===== src/rtl/seq_pkg.sv =====
// seq_pkg: opcodes, FSM states and instruction field positions shared by the sequencer.
package seq_pkg;
    localparam logic [1:0] OP_ADD = 2'b00;
    localparam logic [1:0] OP_SUB = 2'b01;
    localparam logic [1:0] OP_LDI = 2'b10;
    localparam logic [1:0] OP_SYS = 2'b11;
    localparam int OPC_HI = 7;
    localparam int OPC_LO = 6;
    localparam int RS_BIT = 5;
    localparam int RD_BIT = 4;
    localparam int IMM_HI = 3;
    typedef enum logic [2:0] {S_IDLE, S_DECODE, S_READ, S_EXEC, S_WRITE, S_HALT} state_t;
endpackage


===== src/rtl/seq_decode.sv =====
// seq_decode: combinational instruction decode into register selects, ALU op and write/halt flags.
module seq_decode
    import seq_pkg::*;
#(
    parameter logic [3:0] HALT_IMM = 4'hF
) (
    input  logic [7:0] ir,
    output logic       rs,
    output logic       rd,
    output logic [1:0] alu_op,
    output logic       is_write,
    output logic       is_halt
);
    logic [1:0] opcode;
    assign opcode   = ir[OPC_HI:OPC_LO];
    assign rs       = ir[RS_BIT];
    assign rd       = ir[RD_BIT];
    // ALU encodings coincide with opcodes: LDI is PASS, SYS is NOP
    assign alu_op   = opcode;
    assign is_write = opcode != OP_SYS;
    assign is_halt  = (opcode == OP_SYS) && (ir[IMM_HI:0] == HALT_IMM);
endmodule


===== src/rtl/instr_sequencer.sv =====
// instr_sequencer: multi-cycle fetch/decode/read/exec/write control FSM with program counter.
// Optional SEQ_PERF_CNT_EN adds a saturating retired-instruction counter output.
module instr_sequencer
    import seq_pkg::*;
#(
    parameter int         PC_W     = 4,
    parameter logic [3:0] HALT_IMM = 4'hF
) (
    input  logic            clk,
    input  logic            reset,
    input  logic            instr_valid,
    input  logic [7:0]      instr_data,
    output logic            instr_ready,
    output logic [PC_W-1:0] pc,
    output logic            reg_read1,
    output logic            reg_read2,
    output logic            reg_case,
    output logic            check_write,
    output logic [1:0]      alu_op,
    output logic [7:0]      imm_out,
    output logic            busy,
    output logic            halted
`ifdef SEQ_PERF_CNT_EN
    ,
    output logic [7:0]      retired_cnt
`endif
);
    state_t     state;
    logic [7:0] ir;
    logic       d_rs, d_rd, d_wr, d_halt;
    logic [1:0] d_alu;
    // In IDLE decode the incoming byte so selects are registered at the accept edge
    seq_decode #(.HALT_IMM(HALT_IMM)) u_dec (
        .ir       ((state == S_IDLE) ? instr_data : ir),
        .rs       (d_rs),
        .rd       (d_rd),
        .alu_op   (d_alu),
        .is_write (d_wr),
        .is_halt  (d_halt)
    );
    always_ff @(posedge clk) begin
        if (reset) begin
            state       <= S_IDLE;
            pc          <= '0;
            ir          <= '0;
            instr_ready <= 1'b1;
            reg_read1   <= 1'b0;
            reg_read2   <= 1'b0;
            reg_case    <= 1'b0;
            check_write <= 1'b0;
            alu_op      <= 2'b00;
            imm_out     <= 8'h00;
            busy        <= 1'b0;
            halted      <= 1'b0;
        end else begin
            case (state)
                S_IDLE: if (instr_valid && instr_ready) begin
                    state       <= S_DECODE;
                    ir          <= instr_data;
                    pc          <= pc + 1'b1;
                    instr_ready <= 1'b0;
                    busy        <= 1'b1;
                    reg_read1   <= d_rs;
                    reg_read2   <= d_rd;
                    alu_op      <= d_alu;
                    imm_out     <= {4'b0, instr_data[IMM_HI:0]};
                end
                S_DECODE: if (d_halt) begin
                    state     <= S_HALT;
                    halted    <= 1'b1;
                    busy      <= 1'b0;
                    reg_read1 <= 1'b0;
                    reg_read2 <= 1'b0;
                    alu_op    <= 2'b00;
                    imm_out   <= 8'h00;
                end else begin
                    state <= S_READ;
                end
                S_READ: state <= S_EXEC;
                S_EXEC: begin
                    state       <= S_WRITE;
                    check_write <= d_wr;
                    reg_case    <= !d_wr;
                end
                S_WRITE: begin
                    state       <= S_IDLE;
                    instr_ready <= 1'b1;
                    busy        <= 1'b0;
                    check_write <= 1'b0;
                    reg_case    <= 1'b0;
                    reg_read1   <= 1'b0;
                    reg_read2   <= 1'b0;
                    alu_op      <= 2'b00;
                    imm_out     <= 8'h00;
                end
                default: ;
            endcase
        end
    end
`ifdef SEQ_PERF_CNT_EN
    always_ff @(posedge clk) begin
        if (reset)
            retired_cnt <= 8'h00;
        else if (state == S_WRITE && retired_cnt != 8'hFF)
            retired_cnt <= retired_cnt + 1'b1;
    end
`endif
endmodule


===== config.mk =====
export PLATFORM = sky130hd
export DESIGN_NAME = instr_sequencer
export DESIGN_NICKNAME = d
export VERILOG_FILES = /design/src/rtl/seq_pkg.sv /design/src/rtl/seq_decode.sv /design/src/rtl/instr_sequencer.sv
export SDC_FILE = /design/constraint.sdc
export NUM_CORES = 1
export LEC_CHECK = 0
export ABC_AREA = 1
export CAP_MARGIN = 20
export CORE_MARGIN = 2
export CORE_UTILIZATION = 51
export CTS_BUF_LIST = sky130_fd_sc_hd__clkbuf_4
export CTS_CLUSTER_SIZE = 8
export DETAILED_ROUTE_END_ITERATION = 10
export PLACE_DENSITY_LB_ADDON = 0.2
export SLEW_MARGIN = 25
export SYNTH_ARGS = -nofsm -noshare
export SYNTH_HDL_FRONTEND = slang
export SYNTH_SLANG_ARGS = --single-unit
export TNS_END_PERCENT = 20

===== constraint.sdc =====
create_clock -name clk -period 3.5 [get_ports clk]
set_input_delay 0.7 -clock clk [delete_from_list [all_inputs] [get_ports clk]]
set_output_delay 0.7 -clock clk [all_outputs]
set_load 0.05 [all_outputs]

-- Yosys cells after proc, flatten, opt, wreduce, memory -nomap -nowiden
Cells that the tools add are included.
- logic and storage cells: 56
- input port bits: 11
- output and inout port bits: 21
- register bits after elaboration: 32
- multiplexer cells: 21
- add/subtract/negate cells: 1
- equal/unequal tests: 9
- reduce and logical (&&, ||, !) cells: 13
- operators by type and width (operator ; number):
    2-to-1 mux 8 bit ; 3
    case mux 8 bit (3 select lines) ; 1
    case mux 3 bit (5 select lines) ; 1
    case mux 1 bit (3 select lines) ; 3
    AND reduction 2 bit ; 4
    equality test 3 x 2 -> 1 bit (second input constant) ; 2
    2-to-1 mux 3 bit ; 2
    case mux 1 bit (2 select lines) ; 3
    case mux 2 bit (3 select lines) ; 1
    2-to-1 mux 1 bit ; 5
    nonzero test 5 bit ; 1
    adder 4 x 1 -> 4 bit (second input constant) ; 1
    equality test 4 bit (second input constant) ; 1
    2-to-1 mux 2 bit ; 2
    != test 2 bit (second input constant) ; 2
    nonzero test 2 bit ; 2
    equality test 3 x 1 -> 1 bit (second input constant) ; 1
    equality test 3 bit (second input constant) ; 1
    logical NOT 3 bit ; 1
    AND reduction 3 bit ; 1
    nonzero test 3 bit ; 1
    equality test 2 bit (second input constant) ; 1
    logical AND 1 bit ; 2
    != test 2 x 1 -> 1 bit (second input constant) ; 1
    logical NOT 1 bit ; 1

-- Longest topological paths before layout
Gate-level depths: netlist of the first run.
- depth in word-level cells: 6
- mapped depth: 10
- mapped depth without buffers: 10

-- By module
Synthesis of the first run repeated with hierarchy kept, for this count alone.
- cells, all modules: 177
- area total of the unflattened synthesis: 1276.2 um^2
- by module, submodules not included (module ; cells an instance ; instances ; seq. area each (um^2) ; area an instance (um^2)):
    instr_sequencer ; 166 ; 1 ; 560.5 ; 1217.4
    seq_decode ; 11 ; 1 ; 0.0 ; 58.8

-- Worst setup path before layout of the first run
Ideal clock, no wire load.
- path type: register to register
- start point: register instr_ready
- end point: register pc[1]
- cell stages (with the launch flop): 7
- required time: 3384 ps
- setup slack: 2066 ps
- path buffers: 1
- library setup time: 116 ps
- period minus slack after synthesis: 1434 ps
- data arrival time: 1317 ps
- cell sequence: dfxtp_1 -> nand2_1 -> nor2_4 -> inv_1 -> buf_2 -> nor2_1 -> nor2_1
- word-level cells in the longest chain between the ends: 2
- ends and longest elaborated chain (what ; RTL line ; text):
    from (decl) ; instr_sequencer.sv:13 ; output logic instr_ready,
    from (signal assigned) ; instr_sequencer.sv:46 ; instr_ready <= 1'b1;
    from (signal assigned) ; instr_sequencer.sv:61 ; instr_ready <= 1'b0;
    from (signal assigned) ; instr_sequencer.sv:87 ; instr_ready <= 1'b1;
    logical AND 1 bit ; instr_sequencer.sv:57 ; S_IDLE: if (instr_valid && instr_ready) begin
    AND reduction 2 bit (no source line) ; -- ;
    to (signal assigned) ; instr_sequencer.sv:60 ; pc <= pc + 1'b1;
    to (decl) ; instr_sequencer.sv:14 ; output logic [PC_W-1:0] pc,
Every way passes these cells.
A chain may end at the register's enable or synchronous reset.

-- Worst setup path after layout of the first run
- start point: register pc[0]
- end point: output pc[0]
No word-level cell between the ends.

==> impl_metrics.json, run 1 <==
{
  "grt_start_max_net_pins": 23,
  "hold_viol": 0,
  "synth_edf_count": 0,
  "worst_setup_path_start_kind": "flop",
  "routabilityCongestion": 0.796,
  "antenna_found_initial": 0,
  "drv_slew": 0,
  "setup.worst_path.class": "flop to output pin",
  "fin_crit_ns": 2.27,
  "cts_root_buffer": "clkbuf_4",
  "initial_utilization_pct": 55.1,
  "timing.final.crit_share_pct": 64.8,
  "post_cts_buffers": 0,
  "drive_gt1_share_pct": 8.28,
  "multi_input_area_um2": 499,
  "die_height_um": 50.3,
  "n_fill_cell": 162,
  "insertion_delay_ns": 0.32,
  "drc": 0,
  "cpLargestDelayFamily": "buffers and inverters",
  "yosysMostFrequentCell": "nand2_1",
  "holdBufCountCts": 0,
  "overflow": 0,
  "worstMarginPinSlew_ns": 0.811,
  "die_w_um": 50.3,
  "synthArstFlopShare_pct": 0,
  "num_rows": 16,
  "slew_headroom_pct": 45.8,
  "io_pins": 32,
  "syn_avg_cell_area_um2": 7.64,
  "synthTopCellsByArea": "dfxtp_1 (48%), nand2_1 (15%), a21oi_1 (9.2%), buf_4 (3.4%), nor2_1 (3.1%)",
  "seq_area_um2": 520,
  "clkTransAtPathRegs_ns": 0.14,
  "core-area_mm2": 0.00198,
  "tritoncts": "done",
  "netlist_instances": 143,
  "wl_um": 2180,
  "min_path_type": "flop to flop",
  "grt.total_usage_pct": 20.2,
  "ant_nets": 0,
  "dr.pass1.iters": 4,
  "yosysSeqAreaShare_pct": 47.7,
  "cp.arrival_ns": 1.57,
  "dp.cells": 192,
  "worst_setup_path_end_kind": "output pin",
  "dr_total_vias": 992,
  "diodes": 0,
  "die_area_mm2": 0.00253,
  "synth-warning-count": 0,
  "synth_top_cells_by_count": "nand2_1 (45), dfxtp_1 (26), a21oi_1 (20)",
  "p_per_area_mw_per_mm2": 639,
  "drtIter0Drc": 16,
  "p_total_mw": 0.884,
  "ys_ff_latch": 26,
  "final_util_pct": 69.8,
  "synth_top_area_share_pct": 47.7,
  "wire_per_inst_um": 11.1,
  "fin_nets": 182,
  "crit_buf_inv": 1,
  "viasPerCell": 5.06,
  "status": "finished clean",
  "synth_flop_cell": "dfxtp_1",
  "p_leak_nw": 0.543,
  "port_buffers": 27,
  "fin_cells": 196,
  "finClkSkew_ns": 0.0120,
  "setup_viol": 0,
  "grt_pass1_vias": 930,
  "cts_buffer_depth": 2,
  "grt_first_pass_wirelength_um": 3940,
  "cts.sinks": 26,
  "synth_top_area_cell": "dfxtp_1",
  "syn_to_final_growth_pct": 26.7,
  "cp_max_fo": 5,
  "htree_num_levels": 1,
  "grt_setup_unrepaired": "no",
  "synth.distinct_cells": 24,
  "post-dp-hpwl_um": 1670,
  "crit_required_ns": 2.80,
  "cts_buffers": 3,
  "peakVddDrop_mv": 0.373,
  "max_stage_delay_ns": 0.83,
  "final.setup.tns_ns": 0,
  "cap_violations": 0,
  "worstPathCellList": "clkdlybuf4s50_1",
  "max_freq_ghz": 0.441,
  "ctsResizeCount": 0,
  "crit_path_top_delay_cell": "clkdlybuf4s50_1",
  "synth_area_mm2": 0.00109
}
[registers in the layout (all words and copies together), names as in the netlist]
register and flops:
busy 1, imm_out 4, state 3, alu_op 2
reg_read1 1, pc 4, reg_read2 1, check_write 1
ir 6, instr_ready 1, reg_case 1, halted 1
[power breakdown]
part	internal, mW	switching (mW)
registers	0.342	0.0343
logic	0.121	0.260
clock network	0.0417	0.0852
total	0.504	0.379
[metrics by stage]
stage | hold WS [ns] | setup slack [ns] | instance area [µm²]
finish | 0.462 | 1.23 | 1380
global route | 0.488 | 1.17 | 1380
CTS | 0.467 | 1.22 | 1380
detailed placement | 0.448 | 1.21 | 1360
global placement | 0.443 | 1.29 | 1360
floorplan | 0.439 | 2.07 | 1100
[cell type report]
class                           count  share of cell area (%)
Clock buffer                        3                    1.63
Clock inverter                      1                   0.271
Inverter                            9                    2.44
Multi-Input combinational cell    103                    36.1
Sequential cell                    26                    37.6
Tap cell                           27                    2.44
Timing Repair Buffer               27                    19.5
[final timing paths]
| check | to | slack (ns) | from | depth (start not counted) |
|---|---|---|---|---|
| setup reg to reg | pc[3]$_SDFFE_PP0P_ | 1.86 | state[2]$_SDFFE_PP0P_ | 7 |
| hold / removal | halted$_SDFFE_PP0P_ | 0.46 | halted$_SDFFE_PP0P_ | 2 |
| setup / recovery | pc[0] | 1.23 | pc[0]$_SDFFE_PP0P_ | 1 |
| hold reg to reg | halted$_SDFFE_PP0P_ | 0.46 | halted$_SDFFE_PP0P_ | 2 |
[routing by layer]
layer	global-route usage, %	wire (µm)	vias to the layer above
met1	26.3	1000	455
li1	-	-	508
met3	2.98	82	4
met2	33.3	1080	25
met5	0	0	-
met4	7.87	21	0
[layout by cell type, fill, tap and decap left out]
cell type        netlist  layout
nand2_2                4       4
nand4_1                1       1
a31oi_1                1       1
o21a_1                 1       1
a21oi_1               20      20
nor2_1                 9       9
inv_1                  8       8
dfxtp_1               26      26
nor2_4                 2       2
nand2_4                1       1
conb_1                 1       4
o2111a_1               1       1
nand3_2                1       1
clkinv_1               0       1
and3_1                 1       1
o21ai_0                3       3
a21oi_2                2       2
clkdlybuf4s50_1        0      27
nor3_1                 1       1
clkbuf_4               0       3
nand2_1               45      45
nand3_1                5       5
ha_1                   1       1
inv_2                  1       1
[cell families after synthesis]
logic type | Yosys count | share of synthesized area (%)
AO/OA/AOI/OAI | 28 | 14.4
adder cells (fa/ha/maj) | 1 | 1.15
buffers and inverters | 17 | 7.67
flip-flops | 26 | 47.7
other | 1 | 0.343
AND/OR/NAND/NOR | 70 | 28.8
[worst register-to-register path, delay by kind of cell (launching register included)]
kind	cells	cell delay [ns]
AND/OR/NAND/NOR	3	0.62
buffers and inverters	2	0.41
flip-flops	1	0.35
AO/OA/AOI/OAI	2	0.24
Power figures use the tool's default switching activity.
==> run 2: changes to the inputs <==
CORE_UTILIZATION = 48   (was 51)
clock period = 2.2 ns   (was 3.5 ns; I/O delays follow)
==> run 2 against run 1 <==
Non-clock buffer count up 2; hold slack got worse by 0.0053 ns; final cell count rose by 1.5%; critical path type unchanged; highest routed layer unchanged; flip-flop and latch count stayed put; sequential power is 60% higher.
==> impl_metrics.json, run 2 (same netlist as run 1, synthesis figures left out) <==
{
  "status": "finished clean",
  "slew_headroom_pct": 66.6,
  "min_path_type": "flop to flop",
  "fin_nets": 184,
  "routabilityCongestion": 0.852,
  "die_height_um": 51.7,
  "worstHoldStart": "halted$_SDFFE_PP0P_",
  "grt_util_met1_pct": 23.4,
  "io_pins": 32,
  "drv_slew": 0,
  "largest_registers": "ir x6, imm_out x4, pc x4",
  "antenna_found_initial": 0,
  "wire_per_inst_um": 11.5,
  "drtIter0Drc": 26,
  "viasPerCell": 5.07,
  "max_stage_delay_ns": 0.83,
  "clkTransAtPathRegs_ns": 0.14,
  "holdBufCountCts": 0,
  "grt_pass1_vias": 930,
  "hold_viol": 0,
  "fin_cells": 199,
  "wl_um": 2290,
  "setup_viol": 0,
  "crit_buf_inv": 1,
  "setup.worst_path.class": "flop to output pin",
  "die_area_mm2": 0.00267,
  "cts_root_buffer": "clkbuf_4",
  "die_w_um": 51.7,
  "ctsResizeCount": 0,
  "drc": 0,
  "finClkSkew_ns": 0.0122,
  "peakVddDrop_mv": 0.604,
  "mostFrequentLayoutCells": "nand2_1 (45), clkdlybuf4s50_1 (27), dfxtp_1 (26)",
  "rr_startpoint": "state[2]$_SDFFE_PP0P_",
  "seqPwrFrac_pct": 42.2,
  "largest_reg_flops": 6,
  "ant_nets": 0,
  "grt_first_pass_wirelength_um": 3840,
  "htree_num_levels": 1,
  "cp.depth": 1,
  "crit_path_top_delay_cell": "clkdlybuf4s50_1",
  "post-dp-hpwl_um": 1710,
  "grt_setup_unrepaired": "no",
  "layout_commonest_cell": "nand2_1",
  "dr.pass1.iters": 4,
  "regMostFlops": "ir",
  "diodes": 0,
  "syn_to_final_growth_pct": 28.2,
  "dr_total_vias": 1009,
  "timing.final.crit_share_pct": 91.2,
  "gr-usage-met3_pct": 3.16,
  "p_int_mw": 0.811,
  "worstPathCellList": "clkdlybuf4s50_1",
  "worst_setup_path_end_kind": "output pin",
  "cpLargestDelayFamily": "buffers and inverters",
  "overflow": 0,
  "p_leak_nw": 0.553,
  "comb_power_share_pct": 43.7,
  "port_buffers": 27,
  "p_total_mw": 1.42,
  "n_fill_cell": 214,
  "whs_path_depth": 2,
  "worstMarginPinSlew_ns": 0.500,
  "cts_buffers": 3,
  "cts.sinks": 26,
  "clkPwrFrac_pct": 14.1,
  "fin_crit_ns": 2.01,
  "p_sw_mw": 0.609,
  "crit_path_start": "pc[0]$_SDFFE_PP0P_",
  "post_cts_buffers": 0,
  "grt_start_max_net_pins": 15,
  "crit_required_ns": 1.76,
  "max_freq_ghz": 0.498,
  "num_rows": 17,
  "worst_setup_path_start_kind": "flop",
  "grt-busiest-layer": "met2",
  "final.setup.tns_ns": 0,
  "met2_usage_pct": 31.6,
  "cp_max_fo": 5,
  "ff2ff_path_depth": 8,
  "cp.arrival_ns": 1.57,
  "grt.total_usage_pct": 19.2,
  "netSwitchingFraction_pct": 42.9,
  "drive_gt1_share_pct": 9.36,
  "tritoncts": "done",
  "core-area_mm2": 0.00219,
  "cts_buffer_depth": 2,
  "dp.cells": 195,
  "cap_violations": 0,
  "insertion_delay_ns": 0.32,
  "p_per_area_mw_per_mm2": 1010,
  "initial_utilization_pct": 49.9
}
run 2: changes by cell type in the layout (fill, tap and decap cells not counted), sizes merged:
cell,delta
buf,+2
run 2: metal layers:
metal,share of wire (%),up-vias
met5,0,-
met4,2.5,0
met3,4.6,6
met2,47,33
met1,46,460
li1,-,510
run 2: final timing paths:
path	endpoint	slack [ns]
max	pc[0]	0.19
min	halted$_SDFFE_PP0P_	0.46
max reg2reg	imm_out[3]$_SDFFE_PP0P_	0.81
min reg2reg	halted$_SDFFE_PP0P_	0.46
run 2: power by group through the flow:
stage / sequential [mW] / clock, mW / combinational [mW]
2_1_floorplan: 0.758 / 0 / 0.303
4_1_cts: 0.599 / 0.206 / 0.622
3_3_place_gp: 0.607 / 0 / 0.609
6_report: 0.600 / 0.200 / 0.620
3_5_place_dp: 0.608 / 0 / 0.619
5_1_grt: 0.608 / 0.225 / 0.673
run 2: layout make-up:
| class | instances | area, µm² | share of cell area [%] |
|---|---|---|---|
| Clock inverter | 1 | 3.75 | 0.268 |
| Timing Repair Buffer | 29 | 285 | 20.4 |
| Clock buffer | 3 | 22.5 | 1.61 |
| Inverter | 9 | 33.8 | 2.41 |
| Multi-Input combinational cell | 103 | 499 | 35.7 |
| Sequential cell | 26 | 520 | 37.2 |
| Tap cell | 28 | 35.0 | 2.50 |
run 2: per-stage QoR:
stage | setup WS (ns) | cell area [µm²] | utilization, % | hold slack, ns
3_5_place_dp | 0.457 | 1370 | 62.7 | 0.441
4_1_cts | 0.191 | 1400 | 63.9 | 0.460
6_report | 0.193 | 1400 | 63.9 | 0.457
2_1_floorplan | 0.766 | 1100 | - | 0.439
5_1_grt | 0.143 | 1400 | 63.9 | 0.477
3_3_place_gp | 0.485 | 1370 | 62.7 | 0.434
==> run 3: changes to the inputs <==
GPL_ROUTABILITY_DRIVEN = 0   (was not set)
==> results of run 3 <==
The final DEF is identical to that of run 2; final timing and power are the same.
